<file path="config.mk">
export PLATFORM = sky130hd
export DESIGN_NAME = bubble_sort_controller_flat
export DESIGN_NICKNAME = d
export VERILOG_FILES = /design/src/rtl/bubble_sort_pkg.sv /design/src/rtl/bubble_sort_controller_if.sv /design/src/rtl/bubble_sort_controller.sv /design/src/flat_wrapper.sv
export SDC_FILE = /design/constraint.sdc
export NUM_CORES = 1
export LEC_CHECK = 0
export ABC_AREA = 0
export BUFFER_PORTS_ARGS = -buffer_cell sky130_fd_sc_hd__buf_2
export CORE_AREA = 2 2 51 101
export DETAILED_ROUTE_END_ITERATION = 12
export DIE_AREA = 0 0 53 103
export PLACE_DENSITY = 0.77
export SYNTH_ARGS = -nofsm -noshare
export SYNTH_HDL_FRONTEND = slang
export SYNTH_SLANG_ARGS = --single-unit
</file>
<file path="constraint.sdc">
create_clock -name Clk -period 3.65 [get_ports Clk]
set_clock_uncertainty 0.1 [all_clocks]
set_input_delay 0 -clock Clk [delete_from_list [all_inputs] [get_ports Clk]]
set_output_delay 0 -clock Clk [all_outputs]
set_load 0.005 [all_outputs]
</file>
<file path="src/rtl/bubble_sort_pkg.sv">
// Shared types and sizes for the in-place bubble sort sequencer.
package bubble_sort_pkg;

    localparam int unsigned DATA_W = 8;
    localparam int unsigned ADDR_W = 5;
    localparam int unsigned DEPTH  = 32;
    localparam int unsigned CNT_W  = 10;
    localparam int unsigned LEN_W  = 6;

    typedef enum logic [2:0] {
        StIdle,
        StReadA,
        StReadB,
        StCompare,
        StWriteA,
        StWriteB,
        StNext,
        StDone
    } state_e;

endpackage

</file>
<file path="src/rtl/bubble_sort_controller_if.sv">
// Control handshake plus memory port between the sort sequencer and its memory.
interface bubble_sort_controller_if;
    import bubble_sort_pkg::*;

    logic              Start;
    logic [LEN_W-1:0]  Length;
    logic              Busy;
    logic              Done;
    logic [CNT_W-1:0]  SwapCount;
    logic [ADDR_W-1:0] Address;
    logic [DATA_W-1:0] WriteData;
    logic              MemWrite;
    logic              MemRead;
    logic [DATA_W-1:0] ReadData;

    modport master (
        input  Start, Length, ReadData,
        output Busy, Done, SwapCount, Address, WriteData, MemWrite, MemRead
    );

    modport slave (
        output Start, Length, ReadData,
        input  Busy, Done, SwapCount, Address, WriteData, MemWrite, MemRead
    );

endinterface

</file>
<file path="src/rtl/bubble_sort_controller.sv">
// Sorts mem[0..Length-1] ascending in place with early-exit bubble sort.
// Memory reads are combinational; writes commit on the rising edge.
module bubble_sort_controller
    import bubble_sort_pkg::*;
(
    input  logic              Clk,
    input  logic              Reset,
    bubble_sort_controller_if.master bus
);

    state_e            state_q, state_d;
    logic [ADDR_W-1:0] idx_q, idx_d;
    logic [ADDR_W-1:0] limit_q, limit_d;
    logic              swapped_q, swapped_d;
    logic [DATA_W-1:0] a_q, a_d;
    logic [DATA_W-1:0] b_q, b_d;
    logic [CNT_W-1:0]  cnt_q, cnt_d;

    logic [LEN_W-1:0]  len_clamp;
    logic [ADDR_W-1:0] idx_inc;

    assign len_clamp = (bus.Length > LEN_W'(DEPTH)) ? LEN_W'(DEPTH) : bus.Length;
    assign idx_inc   = idx_q + ADDR_W'(1);

    always_ff @(posedge Clk) begin
        if (Reset) state_q <= StIdle;
        else       state_q <= state_d;
    end

    always_ff @(posedge Clk) begin
        if (Reset) begin
            idx_q     <= '0;
            limit_q   <= '0;
            swapped_q <= 1'b0;
            a_q       <= '0;
            b_q       <= '0;
            cnt_q     <= '0;
        end else begin
            idx_q     <= idx_d;
            limit_q   <= limit_d;
            swapped_q <= swapped_d;
            a_q       <= a_d;
            b_q       <= b_d;
            cnt_q     <= cnt_d;
        end
    end

    always_comb begin
        state_d   = state_q;
        idx_d     = idx_q;
        limit_d   = limit_q;
        swapped_d = swapped_q;
        a_d       = a_q;
        b_d       = b_q;
        cnt_d     = cnt_q;
        unique case (state_q)
            StIdle: begin
                if (bus.Start) begin
                    // limit is the index of the last pair's right element for this pass
                    limit_d   = (len_clamp <= LEN_W'(1)) ? '0 : ADDR_W'(len_clamp - LEN_W'(1));
                    idx_d     = '0;
                    swapped_d = 1'b0;
                    cnt_d     = '0;
                    state_d   = (len_clamp <= LEN_W'(1)) ? StDone : StReadA;
                end
            end
            StReadA: begin
                a_d     = bus.ReadData;
                state_d = StReadB;
            end
            StReadB: begin
                b_d     = bus.ReadData;
                state_d = StCompare;
            end
            StCompare: state_d = (a_q > b_q) ? StWriteA : StNext;
            StWriteA:  state_d = StWriteB;
            StWriteB: begin
                swapped_d = 1'b1;
                cnt_d     = cnt_q + CNT_W'(1);
                state_d   = StNext;
            end
            StNext: begin
                if (idx_inc < limit_q) begin
                    idx_d   = idx_inc;
                    state_d = StReadA;
                end else if (!swapped_q || limit_q == ADDR_W'(1)) begin
                    state_d = StDone;
                end else begin
                    // The largest element has bubbled to the end; shrink the window.
                    limit_d   = limit_q - ADDR_W'(1);
                    idx_d     = '0;
                    swapped_d = 1'b0;
                    state_d   = StReadA;
                end
            end
            StDone:  state_d = StIdle;
            default: state_d = StIdle;
        endcase
    end

    always_comb begin
        bus.Busy      = (state_q != StIdle);
        bus.Done      = (state_q == StDone);
        bus.SwapCount = cnt_q;
        bus.Address   = '0;
        bus.WriteData = '0;
        bus.MemWrite  = 1'b0;
        bus.MemRead   = 1'b0;
        unique case (state_q)
            StReadA: begin
                bus.Address = idx_q;
                bus.MemRead = 1'b1;
            end
            StReadB: begin
                bus.Address = idx_inc;
                bus.MemRead = 1'b1;
            end
            StWriteA: begin
                bus.Address   = idx_q;
                bus.WriteData = b_q;
                bus.MemWrite  = 1'b1;
            end
            StWriteB: begin
                bus.Address   = idx_inc;
                bus.WriteData = a_q;
                bus.MemWrite  = 1'b1;
            end
            default: ;
        endcase
    end

endmodule
</file>
<file path="src/flat_wrapper.sv">
// flat-port wrapper written by rule: the top's interface ports become plain ports
module bubble_sort_controller_flat import bubble_sort_pkg::*;
  (Clk, Reset, bus_Start, bus_Length, bus_ReadData, bus_Busy, bus_Done, bus_SwapCount, bus_Address, bus_WriteData, bus_MemWrite, bus_MemRead);
  bubble_sort_controller_if bus_i ();
  input  logic Clk;
  input  logic Reset;
  input wire logic [$bits(bus_i.Start)-1:0] bus_Start;
  input wire logic [$bits(bus_i.Length)-1:0] bus_Length;
  input wire logic [$bits(bus_i.ReadData)-1:0] bus_ReadData;
  output wire logic [$bits(bus_i.Busy)-1:0] bus_Busy;
  output wire logic [$bits(bus_i.Done)-1:0] bus_Done;
  output wire logic [$bits(bus_i.SwapCount)-1:0] bus_SwapCount;
  output wire logic [$bits(bus_i.Address)-1:0] bus_Address;
  output wire logic [$bits(bus_i.WriteData)-1:0] bus_WriteData;
  output wire logic [$bits(bus_i.MemWrite)-1:0] bus_MemWrite;
  output wire logic [$bits(bus_i.MemRead)-1:0] bus_MemRead;
  assign bus_i.Start = bus_Start;
  assign bus_i.Length = bus_Length;
  assign bus_i.ReadData = bus_ReadData;
  assign bus_Busy = bus_i.Busy;
  assign bus_Done = bus_i.Done;
  assign bus_SwapCount = bus_i.SwapCount;
  assign bus_Address = bus_i.Address;
  assign bus_WriteData = bus_i.WriteData;
  assign bus_MemWrite = bus_i.MemWrite;
  assign bus_MemRead = bus_i.MemRead;
  bubble_sort_controller u_core (.Clk(Clk), .Reset(Reset), .bus(bus_i));
endmodule
</file>
Word-level counts from Yosys, hierarchy flattened
Index checks and enable logic that the tools add are counted.
{"block": "classes", "order_cmp": 4, "n_reduce_logical": 15, "n_mux": 26, "addsub": 4, "n_eq_ne": 12}
{"cell": "$mux 5", "n": 7}
{"cell": "$pmux 5 s2", "n": 3}
{"cell": "$pmux 3 s8", "n": 1}
{"cell": "$pmux 10 s2", "n": 1}
{"cell": "$pmux 8 s2", "n": 1}
{"cell": "$eq 3x3->1 const B", "n": 4}
{"cell": "$mux 3", "n": 4}
{"cell": "$add 10x1->10 const B", "n": 1}
{"cell": "$mux 10", "n": 1}
{"cell": "$sub 5x1->5 const B", "n": 2}
{"cell": "$gt 8x8->1", "n": 1}
{"cell": "$reduce_and 4->1", "n": 2}
{"cell": "$reduce_or 2->1", "n": 4}
{"cell": "$eq 3x2->1 const B", "n": 2}
{"cell": "$gt 6x6->1 const B", "n": 1}
{"cell": "$le 6x1->1 const B", "n": 1}
{"cell": "$mux 6", "n": 1}
{"cell": "$ne 2x2->1 const B", "n": 3}
{"cell": "$reduce_bool 3->1", "n": 2}
{"cell": "$add 5x1->5 const B", "n": 1}
{"cell": "$eq 5x1->1 const B", "n": 1}
{"cell": "$lt 5x5->1", "n": 1}
{"cell": "$mux 1", "n": 5}
{"cell": "$reduce_bool 2->1", "n": 2}
{"cell": "9 further kinds", "n": 9}
{"block": "word_totals", "output_inout_bits": 27, "elab_cells": 68, "ff_bits": 40, "input_bits": 17}

Longest topological paths before layout
{"block": "logic_depth", "ltp_word": 6, "mapped_depth": 11, "mapped_depth_nobuf": 10}

Least setup slack after synthesis
No wires, ideal clock.
{"block": "synth_path", "kind": "register -> register", "start": "register u_core.idx_q[1]", "end": "register u_core.limit_q[0]", "setup_slack_ps": 1023, "period_less_slack_ps": 2627, "setup_time_ps": 70, "arrival_time_ps": 2457, "required_time_ps": 3480, "n_path_buf": 0, "path_stages_with_launch": 11, "path_cell_list": "dfxtp_1 ha_1 nand3_1 and2_1 or2_2 ha_1 a21oi_1 o41ai_1 a31oi_2 or3_1 a21oi_1"}
{"block": "synth_via", "elab_chain_len": 4}
{"item": "start: declaration", "line": "bubble_sort_controller.sv:12", "text": "logic [ADDR_W-1:0] idx_q, idx_d;"}
{"item": "start signal: assignment", "line": "bubble_sort_controller.sv:39", "text": "idx_q <= idx_d;"}
{"item": "$add 5x1->5", "line": "bubble_sort_controller.sv:23", "text": "assign idx_inc = idx_q + ADDR_W'(1);"}
{"item": "$lt 5x5->1", "line": "bubble_sort_controller.sv:83", "text": "if (idx_inc < limit_q) begin"}
{"item": "$ne 2x2->1 (no line)"}
{"item": "$reduce_and 4->1 (no line)"}
{"item": "end signal: assignment", "line": "bubble_sort_controller.sv:40", "text": "limit_q <= limit_d;"}
{"item": "end: declaration", "line": "bubble_sort_controller.sv:13", "text": "logic [ADDR_W-1:0] limit_q, limit_d;"}
Every way passes these cells.
A chain may end at the register's enable or synchronous reset.

Worst setup path in the final report
{"block": "layout_path", "start": "register u_core.idx_q[0]", "end": "register u_core.limit_q[0]"}
Same word-level chain as after synthesis.

==> summary by stage <==
Clock tree
The clock transition at the registers of the reported paths is 0.08 ns. The later pin in the worst-skew pair is clocked with a latency of 0.30 ns. The clock tree root buffer cell is clkbuf_8. The clock passes through at most 2 buffers. The clock net in this run drives a total of 40 sinks. The level count of the clock H-tree is 2.

The number of hold buffers added after CTS was 9. After clock tree synthesis, the setup repair step added 0 buffers. The number of buffers created by CTS is 5. The count of cells resized by post-cts repair is 0. TritonCTS built the clock tree.

Power
Internal power comes to 0.699 mW. The relative contribution of sequential cells to total power is 0.486. In this run the power spent charging and discharging nets is 0.304 mW. The share of total power dissipated in the clock network is 0.309. Of the total power, combinational logic draws 0.205. Of the total power, the share spent switching nets is 0.303. The maximum vdd ir drop is 0.000272 V. For this design the ratio of total power to cell area is 342 nW/µm². The cell leakage power is 1.21 nW.

Logic synthesis
Synthesis produced a netlist whose cell count is 341. The synthesized-area fraction occupied by ao, oa, aoi and oai cells is 0.206. The post-synthesis mux area share is 0.0580. The combinational family with the most area after synthesis is simple AND/OR/NAND/NOR gates. Of the post-synthesis cell area, the dominant cell type holds 0.314. Counting instances in the post-synthesis netlist gives the leading cell types as 48 x nand2_1, 40 x dfxtp_1, 37 x nor2_1. Yosys printed 0 warnings. In this run the cell area of the synthesized design comes to 2550 µm².

The basic-gate share of the synthesized area counting and, or, nand and nor cells is 0.247. The number of enable-type register cells in the synthesized netlist is 0. The predominant post-synthesis flop cell is dfxtp_1. The share of synthesized cell area in full adder, half adder and majority cells is 0.0884.

Counting flops and latches in the post-synthesis netlist gives 40. In the synthesized netlist the async set-or-reset flop fraction comes to 0. The fraction of the yosys area taken by sequential cells is 0.314.

The mean post-synth cell area is 7.47 µm². Of the total synthesized cell area, the portion taken by XOR and XNOR cells is 0.0241. After synthesis, the cell types taking the most area are dfxtp_1 31%, ha_1 8.8%, nand2_1 7.1%. The synthesized netlist contains 47 unique library cells. The number of nets in the synthesized netlist is 376.

By instance count, the leading cell after synthesis is nand2_1. The library cell with the largest summed area after synthesis is dfxtp_1.

Critical path
The count of buffer and inverter cells on the critical path is 0. The logic depth of the worst setup path including buffers is 10. For the worst setup path, the data required time is 3.78 ns.

The biggest fanout along the worst timing path is 11. The setup slack on the worst flop-to-flop path is 0.47 ns. The critical path goes through ha_1 > nand3_1 > and2_1 > or2_2 > ha_1 > a21oi_1 > o41ai_1 > a31oi_2 > or3_1 > a21oi_1.

The cell at the slowest stage of the critical path is o41ai_1. The arrival time reported for the critical path endpoint is 3.31 ns. The kind of launch point of the worst setup path is a register. The capture instance of the worst register-to-register path is u_core.limit_q[0]$_SDFFE_PP0P_. The nature of the critical path endpoint is a register. The largest stage delay on the critical path is 0.51 ns. Grouping stages by cell kind, the critical path spends the most delay in simple AND/OR/NAND/NOR gates.

The count of cells along the worst register-to-register path is 10. The launching point of the worst reg2reg path is u_core.idx_q[0]$_SDFFE_PP0P_. The setup path with the least slack is of type reg -> reg.

Worst hold path
The worst min-delay path category is in -> reg. Along the worst hold path, the cell count comes to 3. The path with the worst hold slack has its endpoint at u_core.limit_q[3]$_SDFFE_PP0P_.

The launch instance of the worst min-delay path is bus_Length[5].

Final layout
Across the whole layout, storage elements account for 801 µm². The antenna diode count is 0. The share of cells above drive strength 1 is 0.159. From synthesis to final layout, the design area changed by 15.3%. Counting the fill cells in the layout gives 439. The post-layout net count is 417. Summing all multi-input logic gate instances after layout gives 1590 µm². After routing the design area is 2940 µm². Once layout is complete, the cells apart from fillers number 440.

Die
The placeable core region is 4730 µm². The floorplan step defined a die boundary enclosing 5460 µm². The initial utilization of the core area, before any placement, comes to 0.539.

The floorplan has 36 rows. The horizontal die dimension is 53 µm. The height of the die is 103 µm. The top-level I/O count is 44.

Detailed routing
The detailed router used layers up to and including met4. In the routed design, unresolved DRC markers number 0. The routed length on met1 is 2.50 mm. The per-cell via count in the routed design is 5.68. The routed layout has 2,499 vias. The number of DRC violations after detailed-routing iteration 0 is 55.

The met3 routed wirelength is 190 µm. After detailed routing, the average wire length per cell comes to 13.5 µm. The count of nets left with antenna violations once routing finished came out at 0. Detailed routing placed a total of 3.16 mm of wire on met2. The first detailed-routing pass ran for 4 iterations. The final wirelength is 5.94 mm.

Timing
The measured slew at the worst slew-check pin is 1.00 ns. The final-report max-slew violation count came to 0. The final-report hold violation count came to 0. The setup violation total in the final timing report is 0. Setup repair after global routing left no endpoint under its margin. After layout, the worst setup slack is 0.472 ns. Subtracting the final worst setup slack from the clock period gives 3.18 ns.

The peak clock frequency supported by timing is 315 MHz. Of the available clock period, the critical path in the final layout requires 0.871. The total negative slack is 0 ns. Headroom to the max-slew limit came out at 0.331.

Global route
The number of antenna violations at the first check in global routing came to 0. The overall routing resource usage is 0.234. The number of global-route vias before repair came to 2,339. After global routing the overflow that remains totals 0. The wire length of the first global-routing pass is 9.83 mm. Entering global routing, the biggest net connects 33 pins.

Run status
The run finished with clean final reports.

Place
Summing all placed instances gives a cell area of 2750 µm². The HPWL after detailed placement is 4.22 mm. The global placement routability congestion is 0.873.

Port buffering added 43 buffers. The number of cells after detailed placement is 423. Before CTS, the worst setup slack after placement is 0.602 ns.

Flow run
The tool flagged a number of max-cap violations equal to 0.
## final cells by class
class | instances | area share
well taps | 57 | 0.0243
clock inverters | 1 | 0.00256
inverters | 19 | 0.0243
flip-flops and latches | 40 | 0.273
clock buffers | 7 | 0.0294
repair buffers | 53 | 0.106
multi-input cells | 263 | 0.540
## routing by layer
metal | global-route usage | vias up
met5 | 0 | -
met4 | 0.0828 | 0
met3 | 0.0304 | 7
met2 | 0.426 | 47
met1 | 0.270 | 1176
li1 | - | 1269
## how the worst max path moves through the flow
stage	start	to	slack (ns)
detailed placement	u_core.idx_q[0]$_SDFFE_PP0P_	u_core.limit_q[0]$_SDFFE_PP0P_	0.60
CTS	u_core.idx_q[0]$_SDFFE_PP0P_	u_core.limit_q[0]$_SDFFE_PP0P_	0.50
finish	u_core.idx_q[0]$_SDFFE_PP0P_	u_core.limit_q[0]$_SDFFE_PP0P_	0.47
global route	u_core.idx_q[0]$_SDFFE_PP0P_	u_core.limit_q[0]$_SDFFE_PP0P_	0.24
global placement	u_core.idx_q[0]$_SDFFE_PP0P_	u_core.limit_q[0]$_SDFFE_PP0P_	0.73
floorplan	u_core.idx_q[1]$_SDFFE_PP0P_	u_core.limit_q[0]$_SDFFE_PP0P_	1.02
## stage by stage
stage / util / power (mW) / hold slack (ns)
detailed placement: 0.582 / 0.694 / 0.159
floorplan: - / 0.642 / -0.0213
global route: 0.621 / 1.05 / 0.0840
global placement: 0.582 / 0.687 / 0.150
CTS: 0.621 / 1.01 / 0.0725
finish: 0.621 / 1.00 / 0.0765
## state kept, by name, indices dropped and copies added, names as in the netlist
register              flops
u_core.state_q            3
u_core.a_q                8
u_core.limit_q            5
u_core.bus.SwapCount     10
u_core.idx_q              5
u_core.b_q                8
u_core.swapped_q          1
## cell families after synthesis
group,after synthesis
xor gates and xnor gates,7
DFF,40
AOI/OAI and AO/OA,89
adders and majority gates,18
and+or+nand+nor,135
muxes,14
buffers and inverters,38
## worst register-to-register path, cell delays in order, from the launching register on
cell and delay, ns:
dfxtp_1 0.48, ha_1 0.28, nand3_1 0.12, and2_1 0.19
or2_2 0.31, ha_1 0.30, a21oi_1 0.10, o41ai_1 0.51
a31oi_2 0.18, or3_1 0.40, a21oi_1 0.15
## cells in the final DEF (no fill, tap or decap), types with 5 or more instances in the layout
cell,instances
o21ai_0,24
xor2_1,5
mux2i_1,8
nand3_1,10
a21oi_1,33
dlygate4sd3_1,9
nand2_1,48
ha_1,18
nand2b_1,6
dfxtp_1,40
nor2_1,37
buf_2,43
clkbuf_8,6
inv_1,19
mux2_2,5
## power groups by stage
stage	clock, mW	combinational, mW	sequential, mW
after floorplan	0	0.161	0.481
after global placement	0	0.192	0.496
after detailed placement	0	0.197	0.497
after CTS	0.319	0.206	0.487
after global routing	0.331	0.232	0.492
final	0.310	0.206	0.487
No activity file was read; power rests on OpenSTA's default activity.
